==> src/rtl/bin2bcd_scan_disp.sv <==
// bin2bcd_scan_disp: sequential double-dabble converter feeding a multiplexed 7-segment scanner.
// Define LZ_BLANK_EN to blank leading zero digits.
module bin2bcd_scan_disp #(
  parameter int DATA_W     = 16,
  parameter int NUM_DIGITS = 5,
  parameter int DIV_CNT    = 50000
) (
  input  logic                  clk,
  input  logic                  rst,
  input  logic                  en,
  input  logic [DATA_W-1:0]     a,
  output logic                  busy,
  output logic                  done,
  output logic [7:0]            seg_led,
  output logic [NUM_DIGITS-1:0] seg_sel
);
  localparam int BW = 4 * NUM_DIGITS;
  localparam int CW = $clog2(DATA_W + 1);
  localparam int DW = $clog2(DIV_CNT);
  localparam int IW = NUM_DIGITS > 1 ? $clog2(NUM_DIGITS) : 1;
  localparam logic [CW-1:0] CLAST = CW'(DATA_W - 1);
  localparam logic [DW-1:0] DLAST = DW'(DIV_CNT - 1);
  localparam logic [IW-1:0] ILAST = IW'(NUM_DIGITS - 1);
  typedef enum logic [1:0] {IDLE, SHIFT, LATCH} state_t;
  state_t state, state_nx;
  logic [DATA_W-1:0] bin;
  logic [BW-1:0] bcd, adj, disp;
  logic [CW-1:0] cnt;
  logic [DW-1:0] div;
  logic [IW-1:0] idx;
  logic [3:0] nib;
  logic blank;
  function automatic logic [7:0] seg7(input logic [3:0] n);
    case (n)
      4'd0: seg7 = 8'hC0;
      4'd1: seg7 = 8'hF9;
      4'd2: seg7 = 8'hA4;
      4'd3: seg7 = 8'hB0;
      4'd4: seg7 = 8'h99;
      4'd5: seg7 = 8'h92;
      4'd6: seg7 = 8'h82;
      4'd7: seg7 = 8'hF8;
      4'd8: seg7 = 8'h80;
      4'd9: seg7 = 8'h90;
      default: seg7 = 8'hFF;
    endcase
  endfunction
  always_ff @(posedge clk or posedge rst)
    if (rst) state <= IDLE;
    else state <= state_nx;
  always_comb begin
    state_nx = state == IDLE  ? (en ? SHIFT : IDLE) :
               state == SHIFT ? (cnt == CLAST ? LATCH : SHIFT) : IDLE;
    busy = state != IDLE;
  end
  always_comb begin
    adj = bcd;
    for (int i = 0; i < NUM_DIGITS; i++)
      adj[4*i +: 4] = bcd[4*i +: 4] >= 4'd5 ? bcd[4*i +: 4] + 4'd3 : bcd[4*i +: 4];
  end
  always_ff @(posedge clk or posedge rst)
    if (rst) begin
      bin  <= '0;
      bcd  <= '0;
      cnt  <= '0;
      disp <= '0;
      done <= 1'b0;
    end else begin
      done <= state == LATCH;
      case (state)
        IDLE: if (en) begin
          bin <= a;
          bcd <= '0;
          cnt <= '0;
        end
        SHIFT: begin
          bcd <= {adj[BW-2:0], bin[DATA_W-1]};
          bin <= bin << 1;
          cnt <= cnt + 1'b1;
        end
        LATCH: disp <= bcd;
        default: ;
      endcase
    end
  // A digit is blank when it and everything above it is zero; digit 0 never blanks.
  always_comb begin
    nib = 4'(disp >> (4 * idx));
`ifdef LZ_BLANK_EN
    blank = idx != '0 && (disp >> (4 * idx)) == '0;
`else
    blank = 1'b0;
`endif
  end
  always_ff @(posedge clk or posedge rst)
    if (rst) begin
      div     <= '0;
      idx     <= '0;
      seg_sel <= ~NUM_DIGITS'(1);
      seg_led <= 8'hC0;
    end else begin
      div     <= div == DLAST ? '0 : div + 1'b1;
      idx     <= div != DLAST ? idx : idx == ILAST ? '0 : idx + 1'b1;
      seg_sel <= ~(NUM_DIGITS'(1) << idx);
      seg_led <= blank ? 8'hFF : seg7(nib);
    end
endmodule

==> config.mk <==
export PLATFORM = sky130hd
export DESIGN_NAME = bin2bcd_scan_disp
export DESIGN_NICKNAME = d
export VERILOG_FILES = /design/src/rtl/bin2bcd_scan_disp.sv
export SDC_FILE = /design/constraint.sdc
export NUM_CORES = 1
export LEC_CHECK = 0
export ABC_CLOCK_PERIOD_IN_PS = 9400
export BUFFER_PORTS_ARGS = -buffer_cell sky130_fd_sc_hd__buf_2
export CORE_MARGIN = 2
export CORE_UTILIZATION = 64
export CTS_CLUSTER_DIAMETER = 80
export DETAILED_ROUTE_END_ITERATION = 8
export PLACE_DENSITY = 0.85
export SYNTH_ARGS = -nofsm -noshare
export SYNTH_HDL_FRONTEND = slang
export SYNTH_SLANG_ARGS = --single-unit
==> constraint.sdc <==
create_clock -name clk -period 9.4 [get_ports clk]
set_clock_uncertainty 0.05 [all_clocks]
set_input_delay 1.41 -clock clk [delete_from_list [all_inputs] [get_ports clk]]
set_output_delay 1.41 -clock clk [all_outputs]
set_load 0.01 [all_outputs]
# Word-level counts from Yosys, hierarchy flattened
# Memories as Yosys holds them, arrays and structs flattened. A register that Yosys moved wholly into a read port is not among the register bits.
# Index checks and enable logic that the tools add are counted.
[word_totals]
mem_count = 1
mem_bits_ro = 112
ff_bits = 96
in_bits = 19
out_inout_bits = 15
wordCells = 55
[mem_list]
columns = ["memory", "depth", "width", "read_ports", "rd_clocked_by_memory_dff", "wr", "line", "text"]
rows = [
  ["(no name shown)", 16, 7, 1, 1, 0, "34", "case (n)"],
]
[op_classes]
shifts = 2
n_eq_ne = 7
add_sub_neg = 8
n_bitwise = 1
magnitude_cmp = 5
mux = 17
n_reduce_logical = 4
[ops]
columns = ["op", "count"]
rows = [
  ["$pmux W20 S2", 1],
  ["$mux W16", 2],
  ["$pmux W16 S2", 1],
  ["$ge A4 B3 Y1 const B", 5],
  ["$mux W20", 1],
  ["$shr A20 B5 Y4", 1],
  ["$add A16 B1 Y16 const B", 1],
  ["$add A4 B2 Y4 const B", 4],
  ["$eq A16 B16 Y1 const B", 1],
  ["$mux W4", 4],
  ["$ne A16 B16 Y1 const B", 1],
  ["$pmux W5 S2", 1],
  ["$mux W2", 3],
  ["$mux W3", 2],
  ["$add A5 B1 Y5 const B", 1],
  ["$eq A5 B4 Y1 const B", 1],
  ["$mux W5", 1],
  ["$not A5 Y5", 1],
  ["$shl A1 B3 Y5 const A", 1],
  ["$reduce_bool A2 Y1", 2],
  ["$add A3 B1 Y3 const B", 1],
  ["$add A3 B2 Y3 const B", 1],
  ["$eq A3 B3 Y1 const B", 1],
  ["$eq A2 B1 Y1 const B", 1],
  ["5 further kinds", 5],
]

# Logic depth before layout (Yosys ltp)
[depth]
depth_word = 4
ltp_mapped = 8
mapped_depth_nobuf = 7

# Least setup slack after synthesis
# Ideal clock, no wire load.
[synth_timing]
path_kind = "input port to flip-flop"
start = "input en"
end = "register bin[10]"
required_ns = 9.278
arrival_ns = 2.104
setup_slack_ns = 7.175
setup_time_ns = 0.072
path_stages = 5
n_path_buf = 1
path_cell_list = "nand2_1 nand2_1 clkbuf_1 nor2_1 nor2_1"
[synth_via]
elab_chain_len = 2
[synth_lines]
columns = ["element", "line", "text"]
rows = [
  ["from (decl)", "10", "input logic en,"],
  ["$ne A2 B2 Y1 (no line)", "-", ""],
  ["$reduce_and A2 Y1 (no line)", "-", ""],
  ["to (signal assigned)", "78", "bin <= bin << 1;"],
  ["to (decl)", "26", "logic [DATA_W-1:0] bin;"],
]
# Every way passes these cells.
# A chain may end at the register's enable or synchronous reset.

# Final worst setup path
[layout_timing]
start = "register state[0]"
end = "output busy"
[layout_via]
elab_chain_len = 1
[layout_lines]
columns = ["element", "line", "text"]
rows = [
  ["from (decl)", "25", "state_t state, state_nx;"],
  ["from (signal assigned)", "50", "else state <= state_nx;"],
  ["$reduce_bool A2 Y1", "54", "busy = state != IDLE;"],
  ["to (decl)", "12", "output logic busy,"],
]
# Every way passes these cells.

==> impl_metrics.yaml <==
global_routing:
  grt.overflow.total: 0
  first_global_vias: 3026
  antenna_found_initial: 0
  maximum_number_of_pins_on_one_net_before_global_route_repair: 70
  global_route_wire_length_before_repair_um: 14400
  grt.total_usage_pct: 23.9
routing:
  drt.antenna.violating_nets: 0
  drc: 0
  drtIter0Drc: 191
  via_per_inst: 5.65
  drt_pass1_iterations: 4
  post_drt_wl_per_cell_um: 15.0
  drt-total-wl_um: 8300
  dr_total_vias: 3136
logic_synthesis:
  ys_seq_area_share_pct: 52.3
  synthDistinctLibCells: 48
  syn-num-nets: 471
  synthesis.area_per_instance_um2: 10.6
  synth_area_um2: 4560
  synth_most_common_cell: "sky130_fd_sc_hd__dfrtp_1"
  synth_ff_type: "sky130_fd_sc_hd__dfrtp_1"
  netlist.area_leader.share_pct: 49.4
  async_flop_share_pct: 100
  synth-edff-count: 0
  synth_cells: 429
  total_number_of_yosys_warnings: 0
  post_synth_main_area_contributors: "sky130_fd_sc_hd__dfrtp_1, sky130_fd_sc_hd__ha_1, sky130_fd_sc_hd__mux2_2"
  post-synth-top-area-cell: "sky130_fd_sc_hd__dfrtp_1"
  synth_commonest_cells: "sky130_fd_sc_hd__dfrtp_1, sky130_fd_sc_hd__nor2_1, sky130_fd_sc_hd__o21ai_0"
  postSynthRegisterBits: 95
power:
  irDropWorstVdd_mv: 0.223
  comb_power_share_pct: 34.2
  share_seq_of_total_power_pct: 46.7
  power.share.clock_pct: 19.1
  total_leakage_power_uw: 0.00222
  netSwitchingPower_uw: 484
  sw_frac_of_total_pct: 37.1
  power.density_nw_per_um2: 264
  totalPowerFinal_uw: 1300
  internal_power_uw: 821
timing:
  setup_violations: 0
  fmax_mhz: 383
  finalMaxSlewViolations: 0
  slew_headroom_pct: 43.5
  fin_worst_hold_slack_ps: 453
  min_period_ps: 2610
  min_period_over_period_pct: 27.8
  grt_setup_unrepaired: "false"
  worst_slew_pin_slew_ps: 847
  finalHoldViolations: 0
  final.setup.tns_ps: 0
cts:
  clk_pin_slew_ps: 90
  cts_tree: "done"
  clockRootBuffer: "sky130_fd_sc_hd__clkbuf_8"
  total_of_cells_resized_after_clock_tree_synthesis: 0
  hold_buffers: 0
  h-tree-depth: 3
  post_cts.repair.setup_buffers: 0
  cts.sinks: 95
  max-clock-path-buffers: 2
  cts_made_buffers: 9
  clock_latency_on_the_worst_skew_pair_ps: 360
place:
  detailed_placer_s_ending_hpwl_um: 5570
  gpl.final_weighted_congestion: 0.803
  io_buffers: 32
cells_and_area:
  post_route_cells_drive_above_1_share_pct: 19.4
  antenna-diode-count: 0
  final_net_count: 496
  multi_input_comb_area_um2: 2000
  area.growth.synth_to_final_pct: 8.53
  nFillCells: 521
  ff_latch_area_um2: 2380
hold_path:
  hold_path_startpoint: "div[13]"
  min_delay_worst_endpoint: "div[13]"
  hold_path.class: "flop to flop"
  whs_path_depth: 1
floorplan:
  initial_utilization_pct: 66.8
  dieWidth_um: 88.4
  die_y_um: 88.4
  die_area_um2: 7820
  row_count: 30
  design.portCount: 34
  core_area_um2: 6830
status:
  outcome: "finished clean"
setup_path:
  worstPathRequired_ps: 7940
  critPathKind: "flop to primary output"
  critical_path.reg2reg.endpoint: "seg_led[5]"
  timing.rr.start: "idx[1]"
  worst_r2r_path_cells: 6
  worst-path-max-fanout: 4
  reg2reg_slack_ps: 6980
  critPathLaunchType: "flop"
  worstPathArrival_ps: 1150
  critPathCaptureType: "primary output"
flow_run:
  drv_cap: 0
-- cell usage in the layout, fill, tap and decap left out, drive strengths merged, types with 17 or more instances in the layout --
cell	Yosys	routed
mux2	25	25
ha	23	23
o21ai	28	28
nor2	47	47
a21oi	17	17
buf	7	36
dfrtp	90	90
inv	20	19
nand3	24	24
nand2	24	24
-- registers in the layout, indices dropped and copies added, names as in the netlist, 3 cells and up --
name     flops
idx          3
seg_sel      5
div         16
seg_led      7
bin         16
disp        20
bcd         20
cnt          5
-- cell type report --
cell class	instances	share of cell area, %
Sequential cell	95	48.2
Multi-Input combinational cell	292	40.3
Timing Repair Buffer	36	3.84
Clock buffer	11	3.06
Tap cell	96	2.43
Inverter	20	1.54
Clock inverter	5	0.657
-- kinds of logic (layout without fill, tap and decap cells) --
family                     count (synthesis)  count (layout)  share of synthesized area [%]
adders and majority gates                 23              23                           6.31
muxes                                     30              30                           7.52
xor gates and xnor gates                  23              23                           4.42
DFF                                       95              95                           52.3
other                                      1               1                         0.0822
AOI/OAI and AO/OA                         83              83                           11.7
buffers and inverters                     42              72                           4.03
and+or+nand+nor                          132             132                           13.7
-- layer usage --
layer / vias to the layer above / global-route usage (%) / part of all wire [%]
li1: 1536 / - / -
met1: 1522 / 32.3 / 45
met2: 67 / 38.7 / 50
met3: 11 / 4.76 / 3.1
met4: 0 / 8.95 / 1.5
met5: - / 0 / 0
-- critical path, stage by stage (launching register included) --
cell	delay, ps
sky130_fd_sc_hd__dfrtp_1	410
sky130_fd_sc_hd__nor2_1	200
sky130_fd_sc_hd__inv_1	50
sky130_fd_sc_hd__buf_2	130
-- per-stage QoR --
stage	area, um2	std cells	util (%)	setup WS [ps]
3_3_place_gp	4770	539	69.8	6560
3_5_place_dp	4770	539	69.8	6500
6_report	4950	555	72.5	6790
4_1_cts	4950	555	72.5	6770
5_1_grt	4950	555	72.5	6710
2_1_floorplan	4560	429	-	5470
-- how the worst max path moves through the flow --
| stage | from | end | cells past startpoint |
|---|---|---|---|
| finish | state[0] | busy | 3 |
| global route | state[0] | busy | 3 |
| CTS | state[0] | busy | 3 |
| detailed placement | en | bcd[19] | 6 |
| global placement | en | bcd[3] | 6 |
| floorplan | rst | bcd[0] | 1 |
-- power by group through the flow --
| stage | Combinational (uW) | Sequential, uW | Clock [uW] |
|---|---|---|---|
| after floorplan | 360 | 586 | 0 |
| after global placement | 415 | 607 | 0 |
| after detailed placement | 447 | 614 | 0 |
| after CTS | 449 | 607 | 252 |
| after global routing | 514 | 624 | 269 |
| final | 446 | 610 | 249 |
Power figures use the tool's default switching activity.
